===== src/rtl/uart_imem_loader_if.sv =====
// Boot-loader side signals: start/rx stimulus plus the imem write port and load status.
interface uart_imem_loader_if #(
    parameter int ADDR_W = 14
);
    logic              start;
    logic              rx;
    logic              imem_we;
    logic [ADDR_W-1:0] imem_addr;
    logic [31:0]       imem_wdata;
    logic              cpu_hold;
    logic              busy;
    logic              done;
    logic              err;
    logic [15:0]       word_count;

    modport master (
        output start, rx,
        input  imem_we, imem_addr, imem_wdata, cpu_hold, busy, done, err, word_count
    );

    modport slave (
        input  start, rx,
        output imem_we, imem_addr, imem_wdata, cpu_hold, busy, done, err, word_count
    );
endinterface


===== src/rtl/uart_imem_loader.sv =====
// UART boot loader: receives a framed program image, writes 32-bit words to imem,
// and holds the CPU in reset until a frame with a good checksum has landed.
//
// state    | meaning
// ---------+------------------------------------------------------------
// IDLE     | after reset, nothing armed
// WAIT_HDR | armed, discarding bytes until 0xA5
// LEN_L    | waiting for low byte of word count
// LEN_H    | waiting for high byte; range-checks LEN
// DATA     | assembling little-endian words, one imem write per word
// CSUM     | comparing the trailing byte with the data-byte sum
// DONE     | good image, CPU released
// ERR      | bad image, CPU still held
module uart_imem_loader #(
    parameter int CLKS_PER_BIT = 217,
    parameter int ADDR_W       = 14,
    parameter int MAX_WORDS    = 16384,
    parameter int TIMEOUT_BITS = 64
) (
    input logic               clk,
    input logic               rst,
    uart_imem_loader_if.slave bus
);
    localparam int BIT_W     = $clog2(CLKS_PER_BIT + 1);
    localparam int TO_CYCLES = TIMEOUT_BITS * CLKS_PER_BIT;
    localparam int TO_W      = $clog2(TO_CYCLES + 1);
    localparam logic [BIT_W-1:0] FULL_BIT = BIT_W'(CLKS_PER_BIT - 1);
    localparam logic [BIT_W-1:0] HALF_BIT = BIT_W'(CLKS_PER_BIT / 2 - 1);
    localparam logic [TO_W-1:0]  TO_LOAD  = TO_W'(TO_CYCLES - 1);
    localparam logic [16:0]      MAX_LEN  = 17'(MAX_WORDS);

    typedef enum logic [1:0] {R_IDLE, R_START, R_DATA, R_STOP} rx_state_t;
    typedef enum logic [2:0] {
        S_IDLE, S_WAIT_HDR, S_LEN_L, S_LEN_H, S_DATA, S_CSUM, S_DONE, S_ERR
    } state_t;

    rx_state_t         rx_state, rx_state_next;
    logic              rx_s1, rx_s2, rx_prev;
    logic [BIT_W-1:0]  bit_cnt, bit_cnt_next;
    logic [2:0]        bit_idx, bit_idx_next;
    logic [7:0]        shift, shift_next;
    logic              byte_valid, frame_err;

    state_t            state, state_next;
    logic [TO_W-1:0]   to_cnt;
    logic [7:0]        len_lo;
    logic [15:0]       len;
    logic [7:0]        sum;
    logic [1:0]        byte_pos;
    logic [23:0]       word_buf;
    logic [ADDR_W-1:0] index;
    logic              idle_like, load_go, in_frame, timed_out, last_word;

    logic              imem_we_q, cpu_hold_q, busy_q, done_q, err_q;
    logic [ADDR_W-1:0] imem_addr_q;
    logic [31:0]       imem_wdata_q;
    logic [15:0]       word_count_q;

    // rx_prev lets a line that is already low (e.g. after a bad stop bit) not count as a start
    always_ff @(posedge clk or posedge rst) begin
        if (rst) begin
            rx_s1   <= 1'b1;
            rx_s2   <= 1'b1;
            rx_prev <= 1'b1;
        end else begin
            rx_s1   <= bus.rx;
            rx_s2   <= rx_s1;
            rx_prev <= rx_s2;
        end
    end

    always_ff @(posedge clk or posedge rst) begin
        if (rst) begin
            rx_state <= R_IDLE;
            bit_cnt  <= '0;
            bit_idx  <= '0;
            shift    <= '0;
        end else begin
            rx_state <= rx_state_next;
            bit_cnt  <= bit_cnt_next;
            bit_idx  <= bit_idx_next;
            shift    <= shift_next;
        end
    end

    always_comb begin
        rx_state_next = rx_state;
        bit_cnt_next  = bit_cnt;
        bit_idx_next  = bit_idx;
        shift_next    = shift;
        byte_valid    = 1'b0;
        frame_err     = 1'b0;
        case (rx_state)
            R_IDLE: begin
                if (rx_prev && !rx_s2) begin
                    rx_state_next = R_START;
                    bit_cnt_next  = HALF_BIT;
                end
            end
            R_START: begin
                if (bit_cnt == '0) begin
                    if (rx_s2) begin
                        rx_state_next = R_IDLE;
                    end else begin
                        rx_state_next = R_DATA;
                        bit_cnt_next  = FULL_BIT;
                        bit_idx_next  = 3'd0;
                    end
                end else begin
                    bit_cnt_next = bit_cnt - 1'b1;
                end
            end
            R_DATA: begin
                if (bit_cnt == '0) begin
                    shift_next   = {rx_s2, shift[7:1]};
                    bit_cnt_next = FULL_BIT;
                    bit_idx_next = bit_idx + 3'd1;
                    if (bit_idx == 3'd7) rx_state_next = R_STOP;
                end else begin
                    bit_cnt_next = bit_cnt - 1'b1;
                end
            end
            R_STOP: begin
                if (bit_cnt == '0) begin
                    rx_state_next = R_IDLE;
                    if (rx_s2) byte_valid = 1'b1;
                    else       frame_err  = 1'b1;
                end else begin
                    bit_cnt_next = bit_cnt - 1'b1;
                end
            end
            default: rx_state_next = R_IDLE;
        endcase
    end

    assign idle_like = (state == S_IDLE) || (state == S_DONE) || (state == S_ERR);
    assign load_go   = bus.start && idle_like;
    assign in_frame  = (state == S_LEN_L) || (state == S_LEN_H) ||
                       (state == S_DATA)  || (state == S_CSUM);
    assign timed_out = in_frame && (to_cnt == '0) && !byte_valid;
    assign last_word = (byte_pos == 2'd3) && ((word_count_q + 16'd1) == len);

    always_ff @(posedge clk or posedge rst) begin
        if (rst) state <= S_IDLE;
        else     state <= state_next;
    end

    always_comb begin
        state_next = state;
        case (state)
            S_IDLE, S_DONE, S_ERR: begin
                if (bus.start) state_next = S_WAIT_HDR;
            end
            S_WAIT_HDR: begin
                if (byte_valid && shift == 8'hA5) state_next = S_LEN_L;
            end
            S_LEN_L: begin
                if (byte_valid) state_next = S_LEN_H;
            end
            S_LEN_H: begin
                if (byte_valid) begin
                    if ({shift, len_lo} == 16'd0 || {1'b0, shift, len_lo} > MAX_LEN)
                        state_next = S_ERR;
                    else
                        state_next = S_DATA;
                end
            end
            S_DATA: begin
                if (byte_valid && last_word) state_next = S_CSUM;
            end
            S_CSUM: begin
                if (byte_valid) state_next = (shift == sum) ? S_DONE : S_ERR;
            end
            default: state_next = S_IDLE;
        endcase
        if (in_frame && (frame_err || timed_out)) state_next = S_ERR;
    end

    // Status outputs are registered from state_next so they change together with state.
    always_ff @(posedge clk or posedge rst) begin
        if (rst) begin
            imem_we_q    <= 1'b0;
            imem_addr_q  <= '0;
            imem_wdata_q <= '0;
            cpu_hold_q   <= 1'b0;
            busy_q       <= 1'b0;
            done_q       <= 1'b0;
            err_q        <= 1'b0;
            word_count_q <= '0;
            to_cnt       <= TO_LOAD;
            len_lo       <= '0;
            len          <= '0;
            sum          <= '0;
            byte_pos     <= '0;
            word_buf     <= '0;
            index        <= '0;
        end else begin
            imem_we_q  <= 1'b0;
            done_q     <= (state_next == S_DONE);
            err_q      <= (state_next == S_ERR);
            cpu_hold_q <= (state_next != S_IDLE) && (state_next != S_DONE);
            busy_q     <= (state_next != S_IDLE) && (state_next != S_DONE) &&
                          (state_next != S_ERR);

            if (!in_frame || byte_valid) to_cnt <= TO_LOAD;
            else if (to_cnt != '0)       to_cnt <= to_cnt - 1'b1;

            if (load_go) begin
                word_count_q <= '0;
                index        <= '0;
                sum          <= '0;
                byte_pos     <= '0;
            end else if (byte_valid) begin
                case (state)
                    S_LEN_L: len_lo <= shift;
                    S_LEN_H: len    <= {shift, len_lo};
                    S_DATA: begin
                        sum      <= sum + shift;
                        byte_pos <= byte_pos + 2'd1;
                        case (byte_pos)
                            2'd0: word_buf[7:0]   <= shift;
                            2'd1: word_buf[15:8]  <= shift;
                            2'd2: word_buf[23:16] <= shift;
                            default: begin
                                imem_we_q    <= 1'b1;
                                imem_addr_q  <= index;
                                imem_wdata_q <= {shift, word_buf};
                                index        <= index + ADDR_W'(1);
                                word_count_q <= word_count_q + 16'd1;
                            end
                        endcase
                    end
                    default: ;
                endcase
            end
        end
    end

    assign bus.imem_we    = imem_we_q;
    assign bus.imem_addr  = imem_addr_q;
    assign bus.imem_wdata = imem_wdata_q;
    assign bus.cpu_hold   = cpu_hold_q;
    assign bus.busy       = busy_q;
    assign bus.done       = done_q;
    assign bus.err        = err_q;
    assign bus.word_count = word_count_q;
endmodule


===== src/flat_wrapper.sv =====
// flat-port wrapper written by rule: the top's interface ports become plain ports
module uart_imem_loader_flat 
#(
    parameter int CLKS_PER_BIT = 217,
    parameter int ADDR_W       = 14,
    parameter int MAX_WORDS    = 16384,
    parameter int TIMEOUT_BITS = 64
)
  (clk, rst, bus_start, bus_rx, bus_imem_we, bus_imem_addr, bus_imem_wdata, bus_cpu_hold, bus_busy, bus_done, bus_err, bus_word_count);
  uart_imem_loader_if #(.ADDR_W(ADDR_W)) bus_i ();
  input logic clk;
  input logic rst;
  input wire logic [$bits(bus_i.start)-1:0] bus_start;
  input wire logic [$bits(bus_i.rx)-1:0] bus_rx;
  output wire logic [$bits(bus_i.imem_we)-1:0] bus_imem_we;
  output wire logic [$bits(bus_i.imem_addr)-1:0] bus_imem_addr;
  output wire logic [$bits(bus_i.imem_wdata)-1:0] bus_imem_wdata;
  output wire logic [$bits(bus_i.cpu_hold)-1:0] bus_cpu_hold;
  output wire logic [$bits(bus_i.busy)-1:0] bus_busy;
  output wire logic [$bits(bus_i.done)-1:0] bus_done;
  output wire logic [$bits(bus_i.err)-1:0] bus_err;
  output wire logic [$bits(bus_i.word_count)-1:0] bus_word_count;
  assign bus_i.start = bus_start;
  assign bus_i.rx = bus_rx;
  assign bus_imem_we = bus_i.imem_we;
  assign bus_imem_addr = bus_i.imem_addr;
  assign bus_imem_wdata = bus_i.imem_wdata;
  assign bus_cpu_hold = bus_i.cpu_hold;
  assign bus_busy = bus_i.busy;
  assign bus_done = bus_i.done;
  assign bus_err = bus_i.err;
  assign bus_word_count = bus_i.word_count;
  uart_imem_loader #(.CLKS_PER_BIT(CLKS_PER_BIT), .ADDR_W(ADDR_W), .MAX_WORDS(MAX_WORDS), .TIMEOUT_BITS(TIMEOUT_BITS)) u_core (.clk(clk), .rst(rst), .bus(bus_i));
endmodule

===== config.mk =====
export PLATFORM = sky130hd
export DESIGN_NAME = uart_imem_loader_flat
export DESIGN_NICKNAME = d
export VERILOG_FILES = /design/src/rtl/uart_imem_loader_if.sv /design/src/rtl/uart_imem_loader.sv /design/src/flat_wrapper.sv
export SDC_FILE = /design/constraint.sdc
export NUM_CORES = 1
export LEC_CHECK = 0
export ABC_AREA = 0
export CORE_MARGIN = 3
export CORE_UTILIZATION = 55
export DETAILED_ROUTE_END_ITERATION = 10
export GPL_TIMING_DRIVEN = 0
export PLACE_DENSITY = 0.77
export SLEW_MARGIN = 20
export SYNTH_ARGS = -nofsm -noshare
export SYNTH_HDL_FRONTEND = slang
export SYNTH_SLANG_ARGS = --single-unit

===== constraint.sdc =====
create_clock -name clk -period 8.81 [get_ports clk]
set_input_delay 1.762 -clock clk [delete_from_list [all_inputs] [get_ports clk]]
set_output_delay 1.762 -clock clk [all_outputs]
set_load 0.01 [all_outputs]

==> flow_metrics.env <==
export IMPL_finalSetupTns_ns=0
export IMPL_crit_chain="clkdlybuf4s50_1"
export IMPL_holdBufCountCts=0
export IMPL_hold_path_cell_count=0
export IMPL_drv_slew=0
export IMPL_timing_hold_violations_final=0
export IMPL_preCtsSetupSlack_ns=5.19
export IMPL_finalNetCount=983
export IMPL_core_rowCount=45
export IMPL_post_synth_arst_share_pct=100
export IMPL_cellInternalPower_mw=1.60
export IMPL_ys_seq_area_share_pct=52.4
export IMPL_mostFrequentLayoutCells="sky130_fd_sc_hd__nand2_1, sky130_fd_sc_hd__dfrtp_1, sky130_fd_sc_hd__clkdlybuf4s50_1"
export IMPL_fp_dieH_um=131
export IMPL_cp_end_kind="output pin"
export IMPL_power_leakage_nw=4.80
export IMPL_run_status="complete, no violations"
export IMPL_timing_worst_slew_pin_value_ns=0.826
export IMPL_syn_nets=893
export IMPL_drt_pass1_iterations=7
export IMPL_dieWidth_um=131
export IMPL_count_of_pins_on_the_block_boundary=71
export IMPL_timing_max_slew_rel_slack_pct=44.4
export IMPL_antenna_cells=0
export IMPL_routed_via_density=5.58
export IMPL_route_final_wire_length_um=18600
export IMPL_count_of_buffers_from_port_buffering=70
export IMPL_clock_skew_ns=0.00916
export IMPL_num_vias=6584
export IMPL_numClockSinks=180
export IMPL_wl_met3_um=835
export IMPL_postSynthAreaPerCell_um2=9.97
export IMPL_hold_path_class="reg -> reg"
export IMPL_synth_seq_cells=180
export IMPL_rsz0062_at_grt="false"
export IMPL_critical_path_required_ns=7.05
export IMPL_ff2ff_setup_slack_ns=5.83
export IMPL_first_global_vias=6336
export IMPL_switching_share_pct=32.5
export IMPL_timing_critical_path_arrival_ns=1.53
export IMPL_worstSetupPathType="reg -> out"
export IMPL_worst_setup_path_start_kind="register"
export IMPL_cts_tree="done"
export IMPL_groute_usage_overall_pct=22.0
export IMPL_top_layer_used="met4"
export IMPL_drcViolationCount=0
export IMPL_layout_filler_cell_count=1185
export IMPL_cts_path_max_buffers=2
export IMPL_synth_cells=865
export IMPL_multi_input_comb_area_um2=3880
export IMPL_most_common_cell_after_layout_fill_and_taps_aside="sky130_fd_sc_hd__nand2_1"
export IMPL_synth_enable_flop_cells=0
export IMPL_sequential_cell_area_um2=4520
export IMPL_fraction_of_power_consumed_by_the_clock_network_pct=33.0
export IMPL_crit_family="buffers and inverters"
export IMPL_gpl_final_weighted_congestion=0.898
export IMPL_post_synth_top_area_cell="sky130_fd_sc_hd__dfrtp_1"
export IMPL_clk_root_buffer_cell="sky130_fd_sc_hd__clkbuf_16"
export IMPL_drive_gt1_share_pct=12.6
export IMPL_grt_pass1_wl_um=31100
export IMPL_initial_antenna_violation_count=0
export IMPL_critical_path_peak_fanout=8
export IMPL_cts_clk_slew_worst_paths_ns=0.07
export IMPL_p_per_area_nw_per_um2=231
export IMPL_net_switching_power_uw=771
export IMPL_met2_wirelength_um=8980
export IMPL_maxClockFrequency_ghz=0.304
export IMPL_numCtsBuffers=17
export IMPL_detail_route_iter0_violations=495
export IMPL_combPwrFrac_pct=24.0
export IMPL_route_antenna_remaining_nets=0
export IMPL_worst_skew_pair_late_latency_ns=0.43
export IMPL_timing_final_ws_setup_ns=5.52
export IMPL_wire_length_per_cell_um=15.8
export IMPL_largest_net_degree_at_the_start_of_global_routing=98
export IMPL_startpoint_of_the_worst_register_to_register_path="u_core.bit_cnt[2]"
export IMPL_cp_startpoint="u_core.bus.word_count[7]"
export IMPL_setup_viol=0
export IMPL_reg2regPathDepth=9
export IMPL_post_cts_buffers=0
export IMPL_timing_critical_path_buf_inv=1
export IMPL_cts_htree_levels=4
export IMPL_ys_dominant_reg_cell="sky130_fd_sc_hd__dfrtp_1"
export IMPL_post_cts_resized_instances=0
export IMPL_crit_slowest_cell="sky130_fd_sc_hd__clkdlybuf4s50_1"
export IMPL_hp_start="u_core.rx_s1"
export IMPL_final_min_period_over_clock_period_pct=37.4
export IMPL_grt_overflow=0
export IMPL_fp_coreArea_um2=15300
export IMPL_initial_core_utilization_pct=56.5
export IMPL_r2r_end="u_core.bus.word_count[5]"
export IMPL_critical_path_max_stage_delay_ns=0.60
export IMPL_ys_warnings_count=0
export IMPL_die_area_um2=17200
export IMPL_timing_hold_worst_endpoint="u_core.rx_s2"
export IMPL_vdd_ir_drop_max_mv=0.160
export IMPL_timing_max_cap_violations=0
export IMPL_synth_area_um2=8620
export IMPL_ys_types=63
export IMPL_flow_area_growth_from_synthesis_pct=18.7
export IMPL_seq_power_share_pct=42.9
export IMPL_synth_top_area_share_pct=48.5
export IMPL_detailed_place_hpwl_um=12800
export IMPL_layout_min_cycle_time_ns=3.29
export IMPL_netlist_top_cells_area="sky130_fd_sc_hd__dfrtp_1, sky130_fd_sc_hd__nand2_1, sky130_fd_sc_hd__mux2_2, sky130_fd_sc_hd__dfstp_2, sky130_fd_sc_hd__ha_1"
export IMPL_wl_met1_um=8370
## power by group through the flow
stage	clock, mW	combinational [mW]	sequential [mW]
after floorplan	0	0.398	1.02
after global placement	0	0.545	1.03
after detailed placement	0	0.560	1.03
after CTS	0.792	0.568	1.01
after global routing	0.824	0.639	1.03
final	0.782	0.569	1.02
## metrics by stage
step	utilization [%]	std cells	area, um^2	hold slack, ns	power [mW]
6_report	67.1	1179	10200	0.363	2.37
5_1_grt	67.1	1179	10200	0.376	2.49
2_1_floorplan	-	865	8620	0.345	1.42
3_3_place_gp	62.8	1146	9590	0.346	1.57
3_5_place_dp	63.1	1147	9620	0.347	1.59
4_1_cts	67.1	1179	10200	0.363	2.37
## state kept, by name (all words and copies together) (netlist names), 2 cells and up, named ones only
register	cells
u_core.bus.imem_wdata	32
u_core.word_buf	24
u_core.bus.word_count	16
u_core.len	16
u_core.bus.imem_addr	14
u_core.index	14
u_core.to_cnt	14
u_core.bit_cnt	8
u_core.len_lo	8
u_core.shift	8
u_core.sum	8
u_core.bit_idx	3
u_core.state	3
u_core.byte_pos	2
## cells by family (layout without fill, tap and decap cells)
family                     count (synthesis)  after routing  synth area share [%]
xor gates and xnor gates                  50             50                  5.08
muxes                                     62             62                  8.05
and+or+nand+nor                          367            367                  19.1
buffers and inverters                     57            160                  2.61
AOI/OAI and AO/OA                        125            125                  9.18
adders and majority gates                 24             24                  3.57
DFF                                      180            180                  52.4
## metal layers
metal	up-vias	GRT usage, %
li1	3159	-
met1	3182	29.7
met2	204	35.7
met3	39	4.10
met4	0	8.63
met5	-	0
## cells in the mapped netlist (11+ instances only)
master	instances
sky130_fd_sc_hd__nand2_1	207
sky130_fd_sc_hd__dfrtp_1	167
sky130_fd_sc_hd__nand4_1	11
sky130_fd_sc_hd__dfstp_2	13
sky130_fd_sc_hd__inv_1	17
sky130_fd_sc_hd__mux2_2	59
sky130_fd_sc_hd__nor3_1	16
sky130_fd_sc_hd__xor2_1	22
sky130_fd_sc_hd__nor2_1	60
sky130_fd_sc_hd__clkbuf_1	27
sky130_fd_sc_hd__xnor2_1	28
sky130_fd_sc_hd__ha_1	23
sky130_fd_sc_hd__a21oi_1	22
sky130_fd_sc_hd__nor4_1	12
sky130_fd_sc_hd__o21ai_0	45
sky130_fd_sc_hd__nand3_1	17
## cell type report
class,instances,area share (%)
sequential,180,44.2
multi-input combinational,628,37.9
timing repair buffer,71,7.12
clock buffer,19,4.33
tap,211,2.58
clock inverter,13,1.63
buffer,39,1.54
inverter,18,0.734
## worst max path at each step
| stage | to | depth (start not counted) | slack [ns] |
|---|---|---|---|
| 6_report | bus_word_count[7] | 1 | 5.52 |
| 5_1_grt | bus_word_count[13] | 1 | 5.47 |
| 4_1_cts | bus_word_count[7] | 1 | 5.51 |
| 3_5_place_dp | u_core.bus.cpu_hold | 9 | 5.19 |
| 3_3_place_gp | u_core.bit_cnt[0] | 2 | -0.09 |
| 2_1_floorplan | async pin | 1 | 2.18 |
Power figures use the tool's default switching activity.
